File: src/rtl/relay_pkg.sv
// Shared helpers for the fifo_relay credit-based relay station: width
// computation and parameter legality predicates.
package relay_pkg;

  localparam int unsigned MaxLevel = 8;

  function automatic int unsigned clog2(input int unsigned value);
    int unsigned res;
    res = 0;
    while ((64'd1 << res) < 64'(value)) res++;
    return res;
  endfunction

  // Credit and occupancy counters must hold the value BUF_DEPTH itself.
  function automatic int unsigned cnt_width(input int unsigned depth);
    return clog2(depth + 1);
  endfunction

  function automatic int unsigned ptr_width(input int unsigned depth);
    return (depth > 1) ? clog2(depth) : 1;
  endfunction

  function automatic bit level_ok(input int unsigned level);
    return (level >= 1) && (level <= MaxLevel);
  endfunction

  function automatic bit depth_ok(input int unsigned depth);
    return depth >= 1;
  endfunction

endpackage

File: src/rtl/fifo_relay_buf.sv
// First-word-fall-through circular buffer local to the relay station.
// Depth need not be a power of two; pointers wrap explicitly.
module fifo_relay_buf
  import relay_pkg::*;
#(
  parameter int unsigned Width    = 32,
  parameter int unsigned Depth    = 4,
  parameter int unsigned CntWidth = cnt_width(Depth)
) (
  input  logic                clk_i,
  input  logic                rst_ni,
  input  logic                push_i,
  input  logic [Width-1:0]    data_i,
  input  logic                pop_i,
  output logic [Width-1:0]    head_o,
  output logic [CntWidth-1:0] count_o
);

  localparam int unsigned PtrWidth = ptr_width(Depth);
  localparam logic [PtrWidth-1:0] PtrOne  = PtrWidth'(1);
  localparam logic [PtrWidth-1:0] PtrLast = PtrWidth'(Depth - 1);
  localparam logic [CntWidth-1:0] CntOne  = CntWidth'(1);

  logic [Width-1:0]    mem_q [Depth];
  logic [PtrWidth-1:0] head_q, head_d;
  logic [PtrWidth-1:0] tail_q, tail_d;
  logic [CntWidth-1:0] count_q, count_d;

  always_comb begin
    head_d  = head_q;
    tail_d  = tail_q;
    count_d = count_q;
    if (pop_i) head_d = (head_q == PtrLast) ? '0 : head_q + PtrOne;
    if (push_i) tail_d = (tail_q == PtrLast) ? '0 : tail_q + PtrOne;
    unique case ({push_i, pop_i})
      2'b10:   count_d = count_q + CntOne;
      2'b01:   count_d = count_q - CntOne;
      default: count_d = count_q;
    endcase
  end

  always_ff @(posedge clk_i or negedge rst_ni) begin
    if (!rst_ni) begin
      head_q  <= '0;
      tail_q  <= '0;
      count_q <= '0;
    end else begin
      head_q  <= head_d;
      tail_q  <= tail_d;
      count_q <= count_d;
    end
  end

  // Storage needs no reset: an entry is only read after it has been pushed.
  always_ff @(posedge clk_i) begin
    if (push_i) mem_q[tail_q] <= data_i;
  end

  assign head_o  = mem_q[head_q];
  assign count_o = count_q;

endmodule

File: src/rtl/fifo_relay.sv
// Credit-based relay station between two fifos: LEVEL forward register stages
// feeding a local FWFT buffer, with no combinational path across the relay.
module fifo_relay
  import relay_pkg::*;
#(
  parameter int unsigned DATA_WIDTH = 32,
  parameter int unsigned LEVEL      = 2,
  parameter int unsigned BUF_DEPTH  = LEVEL + 2,
  parameter int unsigned CNT_WIDTH  = cnt_width(BUF_DEPTH)
) (
  input  logic                  clk,
  input  logic                  reset_n,
  input  logic                  i_empty_n,
  input  logic [DATA_WIDTH-1:0] i_dout,
  output logic                  i_read,
  output logic                  i_read_ce,
  input  logic                  o_full_n,
  output logic                  o_write,
  output logic                  o_write_ce,
  output logic [DATA_WIDTH-1:0] o_din,
  output logic [CNT_WIDTH-1:0]  occupancy
);

  if (!level_ok(LEVEL)) begin : g_bad_level
    $error("fifo_relay: LEVEL must be within 1..8");
  end
  if (!depth_ok(BUF_DEPTH)) begin : g_bad_depth
    $error("fifo_relay: BUF_DEPTH must be at least 1");
  end

  localparam logic [CNT_WIDTH-1:0] CntOne   = CNT_WIDTH'(1);
  localparam logic [CNT_WIDTH-1:0] CntDepth = CNT_WIDTH'(BUF_DEPTH);

  logic [LEVEL-1:0]      valid_q;
  logic [DATA_WIDTH-1:0] data_q [LEVEL];
  logic [CNT_WIDTH-1:0]  credits_q, credits_d;
  logic [DATA_WIDTH-1:0] buf_head;

  // A pop is only issued with credit in hand, so the buffer can never overflow.
  assign i_read     = reset_n & i_empty_n & (credits_q != '0);
  assign i_read_ce  = 1'b1;
  assign o_write_ce = 1'b1;
  assign o_write    = (occupancy != '0) & o_full_n;
  assign o_din      = (occupancy != '0) ? buf_head : '0;

  always_comb begin
    credits_d = credits_q;
    unique case ({i_read, o_write})
      2'b10:   credits_d = credits_q - CntOne;
      2'b01:   credits_d = credits_q + CntOne;
      default: credits_d = credits_q;
    endcase
  end

  always_ff @(posedge clk or negedge reset_n) begin
    if (!reset_n) begin
      credits_q <= CntDepth;
      valid_q   <= '0;
      for (int k = 0; k < LEVEL; k++) data_q[k] <= '0;
    end else begin
      credits_q <= credits_d;
      valid_q[0] <= i_read;
      data_q[0]  <= i_dout;
      for (int k = 1; k < LEVEL; k++) begin
        valid_q[k] <= valid_q[k-1];
        data_q[k]  <= data_q[k-1];
      end
    end
  end

  fifo_relay_buf #(
    .Width    (DATA_WIDTH),
    .Depth    (BUF_DEPTH),
    .CntWidth (CNT_WIDTH)
  ) u_buf (
    .clk_i   (clk),
    .rst_ni  (reset_n),
    .push_i  (valid_q[LEVEL-1]),
    .data_i  (data_q[LEVEL-1]),
    .pop_i   (o_write),
    .head_o  (buf_head),
    .count_o (occupancy)
  );

endmodule

File: config.mk
export PLATFORM = sky130hd
export DESIGN_NAME = fifo_relay
export DESIGN_NICKNAME = d
export VERILOG_FILES = /design/src/rtl/relay_pkg.sv /design/src/rtl/fifo_relay_buf.sv /design/src/rtl/fifo_relay.sv
export SDC_FILE = /design/constraint.sdc
export NUM_CORES = 1
export LEC_CHECK = 0
export ABC_AREA = 1
export BUFFER_PORTS_ARGS = -buffer_cell sky130_fd_sc_hd__buf_4
export CORE_MARGIN = 1.5
export CORE_UTILIZATION = 45
export CTS_CLUSTER_DIAMETER = 120
export CTS_CLUSTER_SIZE = 40
export DETAILED_ROUTE_END_ITERATION = 16
export GPL_TIMING_DRIVEN = 0
export HOLD_SLACK_MARGIN = 0.06
export PLACE_DENSITY = 0.73
export SLEW_MARGIN = 15
export SYNTH_ARGS = -nofsm -noshare
export SYNTH_HDL_FRONTEND = slang
export SYNTH_SLANG_ARGS = --single-unit
File: constraint.sdc
create_clock -name clk -period 4.5 [get_ports clk]
set_input_delay 0.675 -clock clk [delete_from_list [all_inputs] [get_ports clk]]
set_output_delay 0.675 -clock clk [all_outputs]
set_load 0.005 [all_outputs]
==> results of run 1 <==
## power by group through the flow
| stage | logic, mW | registers (mW) | clock network, mW |
|---|---|---|---|
| after CTS | 1.79 | 2.29 | 0.944 |
| after detailed placement | 1.78 | 2.33 | 0 |
| after floorplan | 0.971 | 2.31 | 0 |
| final | 1.76 | 2.29 | 0.923 |
| after global placement | 1.71 | 2.33 | 0 |
| after global routing | 1.97 | 2.31 | 1.01 |
## stage by stage
stage,area (µm²),utilization [%]
6_report,8924,53.43
5_1_grt,8924,53.43
4_1_cts,8924,53.43
3_5_place_dp,8657,51.84
3_3_place_gp,8562,51.27
2_1_floorplan,7746,-
## flip-flops by register name, indices dropped and copies added, names as in the netlist
name,flops
u_buf.mem_q,128
credits_q,3
u_buf.tail_q,2
data_q,64
valid_q,2
u_buf.count_o,3
u_buf.head_q,2
## layer usage
| layer | wire length [µm] | global-route usage [%] | vias to the layer above |
|---|---|---|---|
| li1 | - | - | 2211 |
| met2 | 7256 | 28.66 | 125 |
| met5 | 0 | 0 | - |
| met3 | 774 | 2.494 | 12 |
| met4 | 157 | 3.644 | 0 |
| met1 | 6030 | 21.54 | 2183 |
## critical path, stage by stage
cell and delay (ns):
buf_4 0.73, nand2_1 0.13, a31oi_1 0.27, buf_4 0.16
## synthesized netlist by cell type
cell type	count	area, µm²
fa_1	2	40.04
clkinv_1	1	3.750
a21oi_1	32	160.2
or2_1	1	6.260
dfstp_2	1	26.28
clkinv_2	2	10.01
nand3_1	67	335.3
ha_1	7	87.58
buf_4	3	22.52
inv_1	84	315.3
conb_1	1	3.750
o21ai_0	1	5.000
o21ai_1	4	20.02
buf_6	4	45.04
edfxtp_1	128	3844
a31oi_1	1	6.260
dfrtp_1	75	1877
nand4_1	2	12.51
buf_2	18	90.09
xnor2_1	2	17.52
inv_2	65	244.0
clkbuf_1	1	3.750
nand2_1	150	563.0
nor2_1	1	3.750
## logic make-up after synthesis
group                    synth area share [%]
adder cells (fa/ha/maj)                 1.648
XOR/XNOR                               0.2263
AO/OA/AOI/OAI                           2.472
AND/OR/NAND/NOR                         11.89
flip-flops                              74.22
buffers and inverters                   9.486
other                                 0.04843
## cell type report
cell class / instances / area [µm²] / area share (%)
flip-flops and latches: 204 / 5747 / 64.40
multi-input cells: 272 / 1265 / 14.18
repair buffers: 76 / 635.6 / 7.123
inverters: 152 / 573.1 / 6.422
well taps: 220 / 275.3 / 3.085
clock buffers: 12 / 236.5 / 2.650
plain buffers: 26 / 161.4 / 1.809
clock inverters: 1 / 30.03 / 0.3365
## path summary, 6_finish.rpt
path / start / end / slack, ns / cells past startpoint
max: reset_n / i_read / 1.81 / 4
min: i_dout[20] / data_q[52] / 0.30 / 1
max reg2reg: u_buf.count_o[0] / u_buf.count_o[2] / 2.51 / 11
min reg2reg: data_q[60] / data_q[28] / 0.36 / 0
max in group asynchronous: reset_n / data_q[31] / 3.47 / 1
min in group asynchronous: reset_n / data_q[61] / 0.35 / 1
## cells in the final DEF, fill, tap and decap left out
cell type  synthesis  routed
nand3_1           67      67
dfrtp_1           75      75
o21ai_1            4       4
nor2_1             1       1
ha_1               7       7
xnor2_1            2       2
clkinv_16          0       1
o21ai_0            1       1
clkinv_2           2       2
a31oi_1            1       1
nand2_1          150     150
buf_12             0       2
fa_1               2       2
conb_1             1       2
dfstp_2            1       1
clkbuf_1           1       4
buf_6              4       4
edfxtp_1         128     128
or2_1              1       1
inv_1             84      80
clkbuf_16          0       9
buf_2             18      18
inv_2             65      69
clkinv_1           1       1
buf_16             0       2
a21oi_1           32      32
buf_4              3      75
nand4_1            2       2
==> metrics, run 1 <==
Setup WS pre-CTS 1.573 ns; Worst Setup End Kind output pin; max-slew violation count 0; final worst slack approximately 1.8 ns; Worst Path Required 3.83 ns; drt total wl ~14,000 µm; global-route wire length before repair 22,690 µm; Post-Synthesis Cells 653; total power between 4 and 5 mW; type of the worst setup path in2out; # nets final between 700 and 800; Placer Congestion 0.6902; Via Count approximately 4,500; yosys warns 0; Lkg Pwr 4.021 nW; Via density about 4.7; latest clock arrival within the worst-skew pair 0.46 ns; Placement Rows 47; Final period util 59.69%; Diodes inserted 0; CP Launch Type primary input; layout cells sized above 1 24.63%; CTS tree built; library cells used by synthesis 24; Critical Path AT approximately 2.0 ns; DRC viols 0; Worst Path Max Fanout 77; Post-DP HPWL between 9000 and 10,000 µm; CTS max path bufs 3; Hold/Removal Path Class in2reg; Num CTS Buffers 9; core area 16,700 µm²; Gate power share roughly 35%; grt ovf 0; Post-Syn Area per Cell 11.86 µm²; Starting Density a little under half; Pint 3.324 mW; I/O Buffers around 70; area grow syn2layout 15.26%; placed cells between 900 and 1,000; Die X 134.2 µm; initial DRC count approximately 330; sequential power share between 40 and 50%; Finish-stage setup viols 0; # IOs 75; Final Hold Viols 0; Die Y 134.2 µm; crit path time final 2.686 ns; H-tree levels 1; GRT Total Usage 16.30%; outcome finished, final reports clean; Worst slew margin between 30% and 40%; Post-Syn Area 7742 µm²; fin cells roughly 960; drt wl/cell 14.77 µm; Die ar. 18,000 µm²; worst-margin pin slew 0.9761 ns; Hold WS around 0.30 ns; FILL cells between 1,000 and 1,500; Clock Root Buffer clkbuf_16; Max VDD drop 0.3672 mV; clock slew at reported path FFs 0.13 ns; Peak Freq about 370 MHz; Seq/Total Area, Yosys 74.22%; RSZ-0062 raised after global routing no; P_sw 1.646 mW; pwr dens 557.0 nW/µm²; Routed Antenna Nets 0; number of synthesized register bits about 200; drt pass-1 iters 5; Clk network pwr share 18.6%; largest net degree at the start of global routing 78; CTS Hold Bufs 0; initial antenna violation count 0; total negative slack 0 ns; maxcap violations 0; clock skew around 0.053 ns; switching share of power 33.12%; Post-CTS Repair Setup Buffers 0; vias in the first global route 4,478; CTS resizes 0; CTS sink cnt 204
No activity file was read; power rests on OpenSTA's default activity.
==> run 2: changes to the inputs <==
==> constraint.sdc (replaced) <==
create_clock -name clk -period 2.55 [get_ports clk]
set_input_delay 0.3825 -clock clk [delete_from_list [all_inputs] [get_ports clk]]
set_output_delay 0.3825 -clock clk [all_outputs]
set_load 0.005 [all_outputs]
==> run 2 against run 1 <==
Effect of this change:
- die area is the same
- core utilization rose by 1.9 points
- sequential power up 76%
- final area up 3.6%
- global-route usage rose by 0.46 points
- largest power group unchanged
- clock skew decreased by 0.00078 ns
- sequential share of layout area is 2.2 points lower
- clock power is 77% higher
- critical endpoint is now o_din[1]
- non-clock buffer count rose by 32
==> metrics, run 2 (same netlist as run 1, synthesis figures left out) <==
grt met1 use 22.05%; Clock Root Buffer clkbuf_16; Die ar. 18,000 µm²; Worst Setup End Kind output pin; Final Hold Viols 0; Diodes inserted 0; placed cells 950; GR Util met3 2.494%; CTS max path bufs 3; latest clock arrival within the worst-skew pair 0.46 ns; Gate power share 35.7%; # IOs 75; DRC viols 0; Max VDD drop between 0.6 and 0.7 mV; I/O Buffers 72; DP Area slightly below 9000 µm²; # nets final 818; drt wl/cell 14.61 µm; total power 8.817 mW; Starting Density 46.36%; Worst Path Required 2.17 ns; fin cells 995; Reg-to-Reg End u_buf.count_o[2]; grt ovf 0; sequential power share a little under half; Die X 134.2 µm; GRT Total Usage 16.77%; Hold/Removal Path Class in2async; initial DRC count 326; global-route wire length before repair 23,430 µm; area grow syn2layout 19.39%; commonest non-fill, non-tap cell in the layout nand2_1; Final period util 90.11%; total negative slack 0 ns; type of the worst setup path reg2out; worst r2r path cells 11; Post-DP HPWL 9035 µm; Via Count roughly 4,700; Top reg by flops u_buf.mem_q; maxcap violations 0; initial antenna violation count 0; Worst Path Max Fanout 10; Worst slew margin 35.59%; pwr dens 953.8 nW/µm²; Critical Path AT 1.92 ns; CP Launch Type register; Die Y 134.2 µm; Placer Congestion 0.6902; Reg-to-Reg Start u_buf.count_o[0]; Setup WS pre-CTS -0.08468 ns; CTS resizes 0; largest registers u_buf.mem_q x128, data_q x64; CTS tree built; Clk network pwr share 18.4%; H-tree levels 1; Finish-stage setup viols 0; Num CTS Buffers 9; GRT Max-Usage Layer met2; layout cells sized above 1 23.61%; setup slack, reg-to-reg 0.54 ns; vias in the first global route 4,634; Finished Cell Area 9244 µm²; Via density 4.718; Hold WS 0.05262 ns; outcome finished, final reports clean; Lkg Pwr 4.154 nW; P_sw 2.919 mW; drt total wl 14,540 µm; Post-CTS Repair Setup Buffers 0; CTS sink cnt 204; Routed Antenna Nets 0; clock slew at reported path FFs 0.13 ns; Global Route met2 Usage between 20% and 30%; worst-margin pin slew 0.9661 ns; final worst slack between 0.2 and 0.3 ns; largest net degree at the start of global routing 78; drt pass-1 iters 5; Pint 5.898 mW; switching share of power 33.10%; clock skew 0.05173 ns; Placement Rows 47; max FFs per register 128; commonest cells after routing, fill and taps aside nand2_1, edfxtp_1, inv_1; crit path time final 2.298 ns; Peak Freq between 400 and 500 MHz; core area 16,700 µm²; final core utilization 55.35%; max-slew violation count 0; RSZ-0062 raised after global routing no
==> run 2: final cells by class <==
type                       instances  area, µm²
multi-input combinational        272       1265
timing repair buffer             108      955.9
sequential                       204       5747
buffer                            26      161.4
clock inverter                     1      30.03
fill                            1380       7457
tap                              220      275.3
inverter                         152      573.1
clock buffer                      12      236.5
==> run 2: worst max path at each step <==
stage | cells after the start | slack (ns) | to | from
after floorplan | 8 | 0.78 | credits_q[1] | credits_q[2]
after global placement | 9 | -0.006 | credits_q[1] | reset_n
after detailed placement | 9 | -0.08 | credits_q[1] | reset_n
after CTS | 6 | 0.25 | o_din[1] | u_buf.head_q[1]
after global routing | 6 | 0.15 | o_din[28] | u_buf.head_q[1]
final | 6 | 0.25 | o_din[1] | u_buf.head_q[1]
==> run 2: worst max-delay path, cell delays in order (launching register included) <==
cell	delay, ns
dfrtp_1	0.40
buf_2	0.16
inv_2	0.10
buf_2	0.26
nand3_1	0.12
a21oi_1	0.25
buf_4	0.16
==> run 2: timing repair <==
action	4_1_cts	5_1_grt
endpoints found under the setup margin	0	0
hold buffers	32	0
hold endpoints to repair	32	0
==> run 2: power by group through the flow <==
stage	combinational, mW	clock, mW	sequential, mW
floorplan	1.71	0	4.08
global placement	3.02	0	4.11
detailed placement	3.13	0	4.12
CTS	3.19	1.67	4.04
global route	3.52	1.79	4.08
finish	3.15	1.63	4.04
==> run 2: per-layer routing <==
metal / wire [µm] / up-vias
li1: - / 2274
met1: 6069 / 2288
met2: 7508 / 120
met3: 805 / 12
met4: 157 / 0
met5: 0 / -
==> run 3: changes to the inputs <==
--- a/config.mk
+++ b/config.mk
@@ -9,6 +9,7 @@
 export BUFFER_PORTS_ARGS = -buffer_cell sky130_fd_sc_hd__buf_4
 export CORE_MARGIN = 1.5
 export CORE_UTILIZATION = 45
+export CTS_BUF_LIST = sky130_fd_sc_hd__clkbuf_4 sky130_fd_sc_hd__clkbuf_8 sky130_fd_sc_hd__clkbuf_16
 export CTS_CLUSTER_DIAMETER = 120
 export CTS_CLUSTER_SIZE = 40
 export DETAILED_ROUTE_END_ITERATION = 16
==> run 3 against run 2 <==
Effect of this change:
- combinational power is essentially flat
- global-route usage barely moved
- core utilization rose by 0.067 points
- via count is 0.77% lower
- sequential share of layout area shrank 0.076 points
- critical path depth is the same
- critical endpoint is now o_din[12]
==> metrics, run 3 (same netlist as run 1, synthesis figures left out) <==
commonest non-fill, non-tap cell in the layout nand2_1; Routed Antenna Nets 0; initial antenna violation count 0; initial DRC count 310; Final period util approximately nine tenths; Diodes inserted 0; # nets final approximately 800; Placer Congestion 0.6902; Via density ~4.7; DRC viols 0; Worst Path Required 2.17 ns; commonest cells after routing, fill and taps aside nand2_1, edfxtp_1, inv_1; Top reg by flops u_buf.mem_q; FILL cells around 1,400; Peak Freq around 430 MHz; outcome finished, final reports clean; DP Area 8657 µm²; # IOs 75; type of the worst setup path reg2out; CP Launch Type register; global-route wire length before repair 23,480 µm; Max VDD drop around 0.65 mV; largest net degree at the start of global routing 78; Clk network pwr share about a fifth; Post-DP HPWL ~9000 µm; Finished Cell Area 9255 µm²; final worst slack 0.2500 ns; worst-margin pin slew slightly below 1 ns; P_sw ~2.9 mW; sequential power share 45.6%; CTS resizes 0; vias in the first global route 4,648; largest registers u_buf.mem_q x128, data_q x64; Worst Setup End Kind output pin; layout cells sized above 1 a little under a quarter; Critical Path AT 1.92 ns; Setup WS pre-CTS -0.08468 ns; grt ovf 0; Hold/Removal Path Class in2async; Placement Rows 47; maxcap violations 0; Worst slew margin between 30% and 40%; Post-CTS Repair Setup Buffers 0; core area 16,700 µm²; Num CTS Buffers 9; Die ar. 18,000 µm²; CTS max path bufs 3; switching share of power 33.01%; RSZ-0062 raised after global routing no; Die Y 134.2 µm; clock slew at reported path FFs 0.13 ns; drt pass-1 iters 4; pwr dens 956.5 nW/µm²; Pint 5.930 mW; latest clock arrival within the worst-skew pair approximately 0.46 ns; Die X 134.2 µm; max-slew violation count 0; CTS tree built; Clock Root Buffer clkbuf_16; Via Count 4,658; Lkg Pwr between 4 and 5 nW; CTS sink cnt 204; Gate power share 35.6%; CTS Hold Bufs 32; area grow syn2layout 19.54%; clock skew 0.05171 ns; Worst Path Max Fanout 10; drt total wl approximately 15,000 µm; Starting Density 46.36%; GRT Total Usage 16.79%; max FFs per register 128; Finish-stage setup viols 0; Final Hold Viols 0; H-tree levels 1; Hold WS 0.05211 ns; crit path time final 2.300 ns; drt wl/cell 14.61 µm; I/O Buffers between 70 and 80
-- run 3: cell types whose count changed in the layout (fill, tap and decap cells not counted) --
| cell | previous run | this run |
|---|---|---|
| clkbuf_1 | 4 | 1 |
| clkbuf_4 | 0 | 3 |
-- run 3: worst paths after layout --
kind	slack [ns]	endpoint	from	depth (start not counted)
worst min-delay path	0.05	data_q[61]	reset_n	1
worst max-delay path	0.25	o_din[12]	u_buf.head_q[1]	6
min in group clk	0.17	valid_q[0]	i_empty_n	3
worst max register to register	0.55	u_buf.count_o[2]	u_buf.count_o[0]	11
max in group asynchronous	1.82	data_q[31]	reset_n	1
worst min register to register	0.36	data_q[14]	data_q[46]	0
-- run 3: layer usage --
layer	routed length (µm)	part of all wire, %	up-vias	GRT usage, %
met5	0	0	-	0
met4	157	1.1	0	3.524
met3	770	5.3	12	2.494
met2	7562	52	115	29.72
met1	6047	42	2259	22.13
li1	-	-	2272	-
-- run 3: critical path, cell delays in order (launching register included) --
cell	delay (ns)
dfrtp_1	0.40
buf_2	0.16
inv_2	0.10
buf_2	0.28
nand3_1	0.11
a21oi_1	0.24
buf_4	0.16
-- run 3: layout make-up --
class                           instances  area [µm²]  area share, %
Tap cell                              220       275.3          2.974
Buffer                                 26       161.4          1.744
Multi-Input combinational cell        272        1265          13.67
Timing Repair Buffer                  108       955.9          10.33
Sequential cell                       204        5747          62.09
Clock buffer                           12       247.7          2.677
Inverter                              152       573.1          6.192
Clock inverter                          1       30.03         0.3245
-- run 3: stage by stage --
stage | TNS [ns] | cells | power (mW) | utilization [%]
floorplan | 0 | 654 | 5.798 | -
global placement | -0.005682 | 946 | 7.130 | 51.27
detailed placement | -0.08468 | 950 | 7.250 | 51.84
CTS | 0 | 995 | 8.935 | 55.42
global route | 0 | 995 | 9.426 | 55.42
finish | 0 | 995 | 8.852 | 55.42
-- run 3: power by group through the flow --
stage          Sequential, mW  Clock [mW]  Combinational, mW
2_1_floorplan            4.08           0               1.71
3_3_place_gp             4.11           0               3.02
3_5_place_dp             4.12           0               3.13
4_1_cts                  4.04        1.70               3.19
5_1_grt                  4.08        1.83               3.52
6_report                 4.04        1.66               3.15
